$ cat src/rtl/packet_fifo_if.sv
// Handshake and status bundle between a packet producer/consumer and packet_fifo.
interface packet_fifo_if #(
   parameter int DEPTH      = 16,
   parameter int DATA_WIDTH = 8
);
   localparam int PW = $clog2(DEPTH) + 1;

   logic [DATA_WIDTH-1:0] wr_data;
   logic                  wr_en;
   logic                  wr_last;
   logic                  wr_drop;
   logic                  rd_en;
   logic                  clr_err;
   logic [DATA_WIDTH-1:0] rd_data;
   logic                  rd_last;
   logic                  rd_valid;
   logic                  full;
   logic                  almost_full;
   logic                  empty;
   logic                  almost_empty;
   logic [PW-1:0]         level;
   logic [PW-1:0]         pkt_count;
   logic                  overflow;
   logic                  underflow;

   modport master (
      output wr_data, wr_en, wr_last, wr_drop, rd_en, clr_err,
      input  rd_data, rd_last, rd_valid, full, almost_full, empty, almost_empty,
             level, pkt_count, overflow, underflow
   );

   modport slave (
      input  wr_data, wr_en, wr_last, wr_drop, rd_en, clr_err,
      output rd_data, rd_last, rd_valid, full, almost_full, empty, almost_empty,
             level, pkt_count, overflow, underflow
   );
endinterface

$ cat src/rtl/packet_fifo.sv
// Packet FIFO with speculative write pointer: words of an open packet are held
// behind the commit pointer and only become readable once the last word lands.
//
// state      | meaning
// -----------+-----------------------------------------------------------
// ST_ACCEPT  | writes are stored; a last word commits the open packet
// ST_DISCARD | packet overflowed; words ignored until its last word arrives
module packet_fifo #(
   parameter int DEPTH      = 16,
   parameter int DATA_WIDTH = 8,
   parameter int AF_LEVEL   = DEPTH - 2,
   parameter int AE_LEVEL   = 2
) (
   input logic          clk,
   input logic          rst,
   packet_fifo_if.slave bus
);
   localparam int AW = $clog2(DEPTH);
   localparam int PW = AW + 1;

   localparam logic [0:0] ST_ACCEPT  = 1'b0;
   localparam logic [0:0] ST_DISCARD = 1'b1;

   logic [DATA_WIDTH:0] r_mem [DEPTH];
   logic [PW-1:0]       r_wr_ptr;
   logic [PW-1:0]       r_cm_ptr;
   logic [PW-1:0]       r_rd_ptr;
   logic [PW-1:0]       r_pkt_count;
   logic [0:0]          r_state;
   logic                r_overflow;
   logic                r_underflow;

   logic [PW-1:0]       w_used;
   logic [PW-1:0]       w_level;
   logic                w_full;
   logic                w_empty;
   logic                w_wr_req;
   logic                w_wr_ok;
   logic                w_wr_ovf;
   logic                w_commit;
   logic                w_rd_ok;
   logic                w_rd_unf;
   logic                w_pop_last;
   logic [DATA_WIDTH:0] w_head;

   // Occupancy: used counts the open packet too, level only committed words.
   assign w_used   = r_wr_ptr - r_rd_ptr;
   assign w_level  = r_cm_ptr - r_rd_ptr;
   assign w_full   = (w_used == PW'(DEPTH));
   assign w_empty  = (w_level == '0);

   // A drop in the same cycle swallows the write entirely.
   assign w_wr_req   = bus.wr_en && !bus.wr_drop && (r_state == ST_ACCEPT);
   assign w_wr_ok    = w_wr_req && !w_full;
   assign w_wr_ovf   = w_wr_req && w_full;
   assign w_commit   = w_wr_ok && bus.wr_last;
   assign w_rd_ok    = bus.rd_en && !w_empty;
   assign w_rd_unf   = bus.rd_en && w_empty;
   assign w_head     = r_mem[r_rd_ptr[AW-1:0]];
   assign w_pop_last = w_rd_ok && w_head[DATA_WIDTH];

   // Storage array; contents are not reset since pointers define validity.
   always_ff @(posedge clk) begin
      if (w_wr_ok) begin
         r_mem[r_wr_ptr[AW-1:0]] <= {bus.wr_last, bus.wr_data};
      end
   end

   // Write FSM with speculative/commit pointers, plus the read pointer.
   always_ff @(posedge clk or posedge rst) begin
      if (rst) begin
         r_wr_ptr <= '0;
         r_cm_ptr <= '0;
         r_rd_ptr <= '0;
         r_state  <= ST_ACCEPT;
      end else begin
         if (bus.wr_drop) begin
            r_wr_ptr <= r_cm_ptr;
            r_state  <= ST_ACCEPT;
         end else if (w_wr_ok) begin
            r_wr_ptr <= r_wr_ptr + 1'b1;
            if (bus.wr_last) begin
               r_cm_ptr <= r_wr_ptr + 1'b1;
            end
         end else if (w_wr_ovf) begin
            r_wr_ptr <= r_cm_ptr;
            if (!bus.wr_last) begin
               r_state <= ST_DISCARD;
            end
         end else if ((r_state == ST_DISCARD) && bus.wr_en && bus.wr_last) begin
            r_state <= ST_ACCEPT;
         end
         if (w_rd_ok) begin
            r_rd_ptr <= r_rd_ptr + 1'b1;
         end
      end
   end

   // Complete-packet counter: commit and pop of a last word cancel out.
   always_ff @(posedge clk or posedge rst) begin
      if (rst) begin
         r_pkt_count <= '0;
      end else begin
         case ({w_commit, w_pop_last})
            2'b10:   r_pkt_count <= r_pkt_count + 1'b1;
            2'b01:   r_pkt_count <= r_pkt_count - 1'b1;
            default: r_pkt_count <= r_pkt_count;
         endcase
      end
   end

   // Sticky error flags; a new error outranks a same-cycle clear.
   always_ff @(posedge clk or posedge rst) begin
      if (rst) begin
         r_overflow  <= 1'b0;
         r_underflow <= 1'b0;
      end else begin
         if (w_wr_ovf) begin
            r_overflow <= 1'b1;
         end else if (bus.clr_err) begin
            r_overflow <= 1'b0;
         end
         if (w_rd_unf) begin
            r_underflow <= 1'b1;
         end else if (bus.clr_err) begin
            r_underflow <= 1'b0;
         end
      end
   end

   assign bus.rd_data      = w_head[DATA_WIDTH-1:0];
   assign bus.rd_last      = w_head[DATA_WIDTH];
   assign bus.rd_valid     = !w_empty;
   assign bus.full         = w_full;
   assign bus.empty        = w_empty;
   assign bus.almost_full  = (w_used >= PW'(AF_LEVEL));
   assign bus.almost_empty = (w_level <= PW'(AE_LEVEL));
   assign bus.level        = w_level;
   assign bus.pkt_count    = r_pkt_count;
   assign bus.overflow     = r_overflow;
   assign bus.underflow    = r_underflow;
endmodule

$ cat src/flat_wrapper.sv
// flat-port wrapper written by rule: the top's interface ports become plain ports
module packet_fifo_flat 
#(
   parameter int DEPTH      = 16,
   parameter int DATA_WIDTH = 8,
   parameter int AF_LEVEL   = DEPTH - 2,
   parameter int AE_LEVEL   = 2
)
  (clk, rst, bus_wr_data, bus_wr_en, bus_wr_last, bus_wr_drop, bus_rd_en, bus_clr_err, bus_rd_data, bus_rd_last, bus_rd_valid, bus_full, bus_almost_full, bus_empty, bus_almost_empty, bus_level, bus_pkt_count, bus_overflow, bus_underflow);
  packet_fifo_if #(.DEPTH(DEPTH), .DATA_WIDTH(DATA_WIDTH)) bus_i ();
  input logic clk;
  input logic rst;
  input wire logic [$bits(bus_i.wr_data)-1:0] bus_wr_data;
  input wire logic [$bits(bus_i.wr_en)-1:0] bus_wr_en;
  input wire logic [$bits(bus_i.wr_last)-1:0] bus_wr_last;
  input wire logic [$bits(bus_i.wr_drop)-1:0] bus_wr_drop;
  input wire logic [$bits(bus_i.rd_en)-1:0] bus_rd_en;
  input wire logic [$bits(bus_i.clr_err)-1:0] bus_clr_err;
  output wire logic [$bits(bus_i.rd_data)-1:0] bus_rd_data;
  output wire logic [$bits(bus_i.rd_last)-1:0] bus_rd_last;
  output wire logic [$bits(bus_i.rd_valid)-1:0] bus_rd_valid;
  output wire logic [$bits(bus_i.full)-1:0] bus_full;
  output wire logic [$bits(bus_i.almost_full)-1:0] bus_almost_full;
  output wire logic [$bits(bus_i.empty)-1:0] bus_empty;
  output wire logic [$bits(bus_i.almost_empty)-1:0] bus_almost_empty;
  output wire logic [$bits(bus_i.level)-1:0] bus_level;
  output wire logic [$bits(bus_i.pkt_count)-1:0] bus_pkt_count;
  output wire logic [$bits(bus_i.overflow)-1:0] bus_overflow;
  output wire logic [$bits(bus_i.underflow)-1:0] bus_underflow;
  assign bus_i.wr_data = bus_wr_data;
  assign bus_i.wr_en = bus_wr_en;
  assign bus_i.wr_last = bus_wr_last;
  assign bus_i.wr_drop = bus_wr_drop;
  assign bus_i.rd_en = bus_rd_en;
  assign bus_i.clr_err = bus_clr_err;
  assign bus_rd_data = bus_i.rd_data;
  assign bus_rd_last = bus_i.rd_last;
  assign bus_rd_valid = bus_i.rd_valid;
  assign bus_full = bus_i.full;
  assign bus_almost_full = bus_i.almost_full;
  assign bus_empty = bus_i.empty;
  assign bus_almost_empty = bus_i.almost_empty;
  assign bus_level = bus_i.level;
  assign bus_pkt_count = bus_i.pkt_count;
  assign bus_overflow = bus_i.overflow;
  assign bus_underflow = bus_i.underflow;
  packet_fifo #(.DEPTH(DEPTH), .DATA_WIDTH(DATA_WIDTH), .AF_LEVEL(AF_LEVEL), .AE_LEVEL(AE_LEVEL)) u_core (.clk(clk), .rst(rst), .bus(bus_i));
endmodule
$ cat config.mk
export PLATFORM = sky130hd
export DESIGN_NAME = packet_fifo_flat
export DESIGN_NICKNAME = d
export VERILOG_FILES = /design/src/rtl/packet_fifo_if.sv /design/src/rtl/packet_fifo.sv /design/src/flat_wrapper.sv
export SDC_FILE = /design/constraint.sdc
export NUM_CORES = 1
export LEC_CHECK = 0
export ABC_AREA = 1
export BUFFER_PORTS_ARGS = -buffer_cell sky130_fd_sc_hd__buf_4
export CORE_MARGIN = 4
export CORE_UTILIZATION = 45
export DETAILED_ROUTE_END_ITERATION = 7
export GPL_ROUTABILITY_DRIVEN = 0
export HOLD_SLACK_MARGIN = 0.12
export SETUP_SLACK_MARGIN = 0.15
export SLEW_MARGIN = 20
export SYNTH_ARGS = -nofsm -noshare
export SYNTH_HDL_FRONTEND = slang
export SYNTH_SLANG_ARGS = --single-unit
$ cat constraint.sdc
create_clock -name clk -period 4.2 [get_ports clk]
set_clock_uncertainty 0.15 [all_clocks]
set_input_delay 0.42 -clock clk [delete_from_list [all_inputs] [get_ports clk]]
set_output_delay 0.42 -clock clk [all_outputs]
set_load 0.05 [all_outputs]
; Yosys cells after proc, flatten, opt, wreduce, memory -nomap -nowiden
; Memories as Yosys holds them, arrays and structs flattened.
; Index checks and enable logic that the tools add are counted.
[classes]
addsub = 6
magnitude_cmp = 2
n_eq_ne = 5
muxes = 14
n_bitwise = 2
n_reduce_logical = 21
[ops]
columns = cell, n
row1 = 5-bit by 1-bit adder with 5-bit output (second input constant), 3
row2 = 5-bit 2-to-1 mux, 3
row3 = 1-bit logical AND, 10
row4 = 1-bit 2-to-1 mux, 10
row5 = 5-bit case mux with 2 select lines, 1
row6 = 5-bit subtractor, 2
row7 = 3-bit AND reduction, 2
row8 = 2-bit nonzero test, 3
row9 = 3-bit nonzero test, 2
row10 = 5-bit == test (second input constant), 1
row11 = 5-bit by 4-bit >= comparator with 1-bit output (second input constant), 1
row12 = 5-bit by 2-bit less-or-equal comparator with 1-bit output (second input constant), 1
row13 = 5-bit zero test, 1
row14 = 5-bit by 1-bit subtractor with 5-bit output (second input constant), 1
row15 = 1-bit zero test, 3
row16 = 3-bit != test (second input constant), 1
row17 = 2-bit by 1-bit == test with 1-bit output (second input constant), 1
row18 = 2-bit == test (second input constant), 1
row19 = 2-bit != test (second input constant), 1
row20 = 1-bit NOT, 2
[word_totals]
ff_bits = 23
mem_bits_rw = 144
in_bits = 15
out_inout_bits = 26
word_cells = 58
mem_count = 1
[memory_table]
columns = memory, depth, width, read_ports, rd_clocked_by_memory_dff, wr, line_no
row1 = u_core.r_mem, 16, 9, 1, 0, 1, packet_fifo.sv:24  ; logic [DATA_WIDTH:0] r_mem [DEPTH];

; Longest topological paths before layout
[depth]
ltp_word = 7
mapped_depth = 20
mapped_depth_nobuf = 19

; Worst setup path before layout
; OpenSTA, ideal clock, no wires.
[synth_path]
path_type = reg2reg
start = reg u_core.r_rd_ptr[1]
end = reg u_core.r_pkt_count[4], in the netlist u_core.bus.pkt_count[4]
setup_time_ps = 140
arrival_ps = 3857
required_ps = 3910
slack_ps = 53
path_stages_with_launch = 20
n_path_buf = 2
synth_period_minus_slack_ps = 4147
cell_sequence = dfrtp_1 -> buf_6 -> inv_1 -> clkbuf_1 -> ha_1 -> nand3b_1 -> nand2_1 -> xor2_1 -> nor2_4 -> nand2_4 -> nand2_4 -> nor2_2 -> ha_1 -> inv_1 -> fa_1 -> inv_1 -> a21oi_1 -> o211ai_1 -> nand3_1 -> xnor2_1
[synth_via]
elab_chain_cells = 7
elab_cells_between_ends = 15
classes_between = 2 x add/sub / 3 x eq/ne / 1 x mux / 8 x reduce/logical / 1 x memory
[synth_lines]
columns = item, line_no
row1 = start: declaration, packet_fifo.sv:27  ; logic [PW-1:0] r_rd_ptr;
row2 = start signal: assignment, packet_fifo.sv:94  ; r_rd_ptr <= r_rd_ptr + 1'b1;
row3 = 5-bit subtractor (*), packet_fifo.sv:48  ; assign w_level = r_cm_ptr - r_rd_ptr;
row4 = via bus_level[3], flat_wrapper.sv:26  ; output wire logic [$bits(bus_i.level)-1:0] bus_level;
row5 = 5-bit zero test (*), packet_fifo.sv:50  ; assign w_empty = (w_level == '0);
row6 = 1-bit zero test (*), n/a
row7 = via bus_rd_valid, flat_wrapper.sv:21  ; output wire logic [$bits(bus_i.rd_valid)-1:0] bus_rd_valid;
row8 = 1-bit logical AND (*), packet_fifo.sv:57  ; assign w_rd_ok = bus.rd_en && !w_empty;
row9 = 1-bit logical AND (*), packet_fifo.sv:60  ; assign w_pop_last = w_rd_ok && w_head[DATA_WIDTH];
row10 = 2-bit by 1-bit == test with 1-bit output / 2-bit == test (equally long branches), packet_fifo.sv:104  ; case ({w_commit, w_pop_last})
row11 = 5-bit case mux with 2 select lines / 2-bit nonzero test (equally long branches), n/a
row12 = end signal: assignment, packet_fifo.sv:105  ; 2'b10: r_pkt_count <= r_pkt_count + 1'b1;
row13 = end signal: assignment, packet_fifo.sv:106  ; 2'b01: r_pkt_count <= r_pkt_count - 1'b1;
row14 = end signal: assignment, packet_fifo.sv:107  ; default: r_pkt_count <= r_pkt_count;
row15 = end: declaration, packet_fifo.sv:28  ; logic [PW-1:0] r_pkt_count;
; Mark *: on every way through the listed nets, which the timed path passes. The rest lies on a longest branch.
; A chain may end at the register's enable or synchronous reset.

; Worst setup path in the final report
[layout_path]
start = reg u_core.r_wr_ptr[0]
end = reg u_core.r_pkt_count[4], in the netlist u_core.bus.pkt_count[4]
[layout_via]
elab_chain_cells = 7
elab_cells_between_ends = 9
classes_between = 1 x add/sub / 3 x eq/ne / 1 x mux / 4 x reduce/logical
[layout_lines]
columns = item, line_no
row1 = start: declaration, packet_fifo.sv:25  ; logic [PW-1:0] r_wr_ptr;
row2 = start signal: assignment, packet_fifo.sv:78  ; r_wr_ptr <= r_cm_ptr;
row3 = start signal: assignment, packet_fifo.sv:81  ; r_wr_ptr <= r_wr_ptr + 1'b1;
row4 = start signal: assignment, packet_fifo.sv:86  ; r_wr_ptr <= r_cm_ptr;
row5 = 5-bit subtractor (*), packet_fifo.sv:47  ; assign w_used = r_wr_ptr - r_rd_ptr;
row6 = 5-bit == test (*), packet_fifo.sv:49  ; assign w_full = (w_used == PW'(DEPTH));
row7 = 1-bit zero test (*), packet_fifo.sv:54  ; assign w_wr_ok = w_wr_req && !w_full;
row8 = 1-bit logical AND (*), packet_fifo.sv:54
row9 = 1-bit logical AND (*), packet_fifo.sv:56  ; assign w_commit = w_wr_ok && bus.wr_last;
row10 = 2-bit by 1-bit == test with 1-bit output / 2-bit == test (equally long branches), packet_fifo.sv:104
row11 = 5-bit case mux with 2 select lines / 2-bit nonzero test (equally long branches), n/a
; Mark *: on every way between the ends. The rest lies on a longest branch, timed or not.

==> results.toml <==
[flow_run]
maxCapViolCount = 0

[global_routing]
antenna_found_initial = 0
grt_pass1_wl_um = 27800
grt_usage = 0.202
grt_pass1_vias = 4883
grt_max_degree = 76
grt_remaining_overflow = 0

[yosys]
ys_types = 37
synth_flop_cell = "edfxtp_1"
synth-seq-cells = 167
yosysSeqAreaShare = 0.662
yosysWarnings = 0
synth_async_sr_flop_share = 0.138
syn-num-nets = 675
netlist_area_sq_um = 7400
synthCells = 640
yosys.area.top_type_share = 0.585
synth_top_area_cell = "edfxtp_1"
netlist_top_cells_count = "edfxtp_1 (144), nor2_1 (99), nand2_1 (78), o21ai_0 (77), inv_1 (40)"
synth-edff-count = 144
synthMostInstantiatedCell = "edfxtp_1"
postSynthAreaPerCell_sq_um = 11.6
synth_top_cells_by_area = "edfxtp_1 (58%), dfrtp_1 (7.8%), o21ai_0 (5.2%)"

[cts]
numCtsBuffers = 17
clkTransAtPathRegs_ns = 0.06
cts.sinks = 167
clk_path_buf_depth = 2
clk_latency_ns = 0.42
cts_setup_buffers = 0
tritoncts = "done"
htree_levels = 4
cts_root_buf = "clkbuf_16"

[pwr]
leakage_nw = 3.28
finalPower_mw = 7.23
ir_drop_mv = 1.36
power_density_nw_per_um2 = 832

[critical_path]
endpoint_kind = "flop"
cpMaxStageDelayCell = "dfrtp_1"
required_ns = 4.40
crit_chain = "inv_1 > ha_1 > inv_1 > fa_1 > inv_1 > nand2_1 > nor2_1 > nand3_4 > nand3_2 > ha_1 > inv_1 > fa_1 > inv_1 > a21oi_1 > o21ai_0 > nand2_1 > nand3_1 > xnor2_1"
cpPeakStageDelay_ns = 0.47
critPathTopFamily = "adder cells"
cp-start-kind = "flop"
arrival_ns = 3.90
crit_top_cell = "inv_1"
critPathMaxFanout = 11
critPathKind = "flop to flop"
cp_num_buf_inv = 5

[drt]
vias_per_cell = 5.45
firstDrtPassIters = 5
vias = 5067
drc = 0
drt-initial-drc-count = 435
antenna_left = 0
finalWirelength_um = 18100
routedWlPerCell_um = 19.5

[placed_design]
placed_area_sq_um = 8020
place_inst = 893
numPortBuffers = 40
hpwl_um = 11100

[run_status]
outcome = "complete, no violations"

[timing]
rsz0062_at_grt = "no"
setup_tns_ns = 0
hold_ws_ns = 0.160
period_share = 0.883
relSlewSlack = 0.330
hold_viol_final = 0
slew_viol_final = 0
layout_min_cycle_time_ns = 3.71
tightest_slew_ns = 1.00
max_freq_mhz = 270
setup_viol = 0

[die]
die-height_um = 136
coreArea_sq_um = 16000
io-pin-count = 41
start_util = 0.462
dieArea_sq_um = 18600
num_rows = 46
dieWidth_um = 136

[layout]
layout-drive-gt1-share = 0.170
fin_cells = 929
fin_area_sq_um = 8680
syn2layout_area_growth_pct = 17.4
final_nets = 735
antenna_cells = 0
fill_cells = 1420

[worst_hold_path]
holdCritPathClass = "input pin to flop"
-- worst min-delay path, delay by kind of cell --
| family | cells | cell delay (ns) |
|---|---|---|
| AO/OA/AOI/OAI | 1 | 0.06 |
| buffers and inverters | 2 | 0.21 |
-- area by class of cell --
type | instances | area (sq um) | area share
clock buffers | 17 | 425 | 0.0490
flip-flops and latches | 167 | 4900 | 0.564
multi-input cells | 400 | 2190 | 0.252
well taps | 216 | 270 | 0.0311
clock inverters | 15 | 201 | 0.0232
repair buffers | 69 | 528 | 0.0608
inverters | 45 | 171 | 0.0197
-- what timing repair did --
item,4_1_cts,5_1_grt
hold buffers,4,0
resized for setup,0,0
hold endpoints to repair,26,0
-- final timing paths --
kind / start / endpoint / slack [ns] / cells past startpoint
worst max-delay path: u_core.r_wr_ptr[0] / u_core.bus.pkt_count[4] / 0.49 / 18
worst min-delay path: bus_rd_en / u_core.bus.underflow / 0.16 / 3
worst max register to register: u_core.r_wr_ptr[0] / u_core.bus.pkt_count[4] / 0.49 / 18
worst min register to register: u_core.bus.pkt_count[4] / u_core.bus.pkt_count[4] / 0.34 / 1
max in group asynchronous: rst / u_core.r_rd_ptr[0] / 2.65 / 3
min in group asynchronous: rst / u_core.r_state / 0.61 / 3
-- sequential cells by signal, indices dropped and copies added, names as in the netlist --
register and cells:
u_core.r_wr_ptr 5, u_core.r_cm_ptr 5, u_core.r_mem 144, u_core.r_state 1, u_core.bus.underflow 1, u_core.bus.overflow 1, u_core.bus.pkt_count 5, u_core.r_rd_ptr 5
-- routing by layer --
layer | GRT usage | vias to the layer above | wire length, um
met5 | 0 | - | 0
met2 | 0.326 | 154 | 8780
met3 | 0.0348 | 21 | 885
met4 | 0.0616 | 0 | 272
li1 | - | 2375 | -
met1 | 0.280 | 2517 | 8190
-- logic make-up (layout without fill, tap and decap cells) --
kind of cell    Yosys count  count (layout)  share of synthesized area
compound gates          136             136                      0.107
flops                   167             167                      0.662
simple gates            231             231                      0.135
buf+inv                  73             146                     0.0438
fa+ha+maj                20              20                     0.0369
xor+xnor                 13              13                     0.0154
-- per-stage QoR --
step / utilization / setup slack [ns]
6_report: 0.543 / 0.493
5_1_grt: 0.543 / 0.207
4_1_cts: 0.543 / 0.529
3_3_place_gp: 0.501 / 0.709
2_1_floorplan: - / 0.234
3_5_place_dp: 0.501 / 0.549
-- power by group --
part	total, mW	internal [mW]	switching [mW]
Sequential	2.09	1.96	0.126
Combinational	3.49	1.04	2.45
Clock	1.64	0.999	0.645
Total	7.23	4.00	3.22
-- cells in the final DEF, fill, tap and decap left out, drive strengths merged --
cell type    count
fa               3
clkbuf          17
clkinvlp         3
bufinv           4
nor3             3
a31oi            1
nand2           85
o21bai           1
xnor2            5
nand3b           2
dlygate4sd3      4
nand3           37
xor2             8
o21ai           85
a21oi            6
edfxtp         144
ha              17
clkinv           7
o221ai           6
a211o            1
o22ai           25
nor2           103
buf             65
nand4            1
o211ai          11
dfrtp           23
inv             46
(Power assumes the default switching activity.)
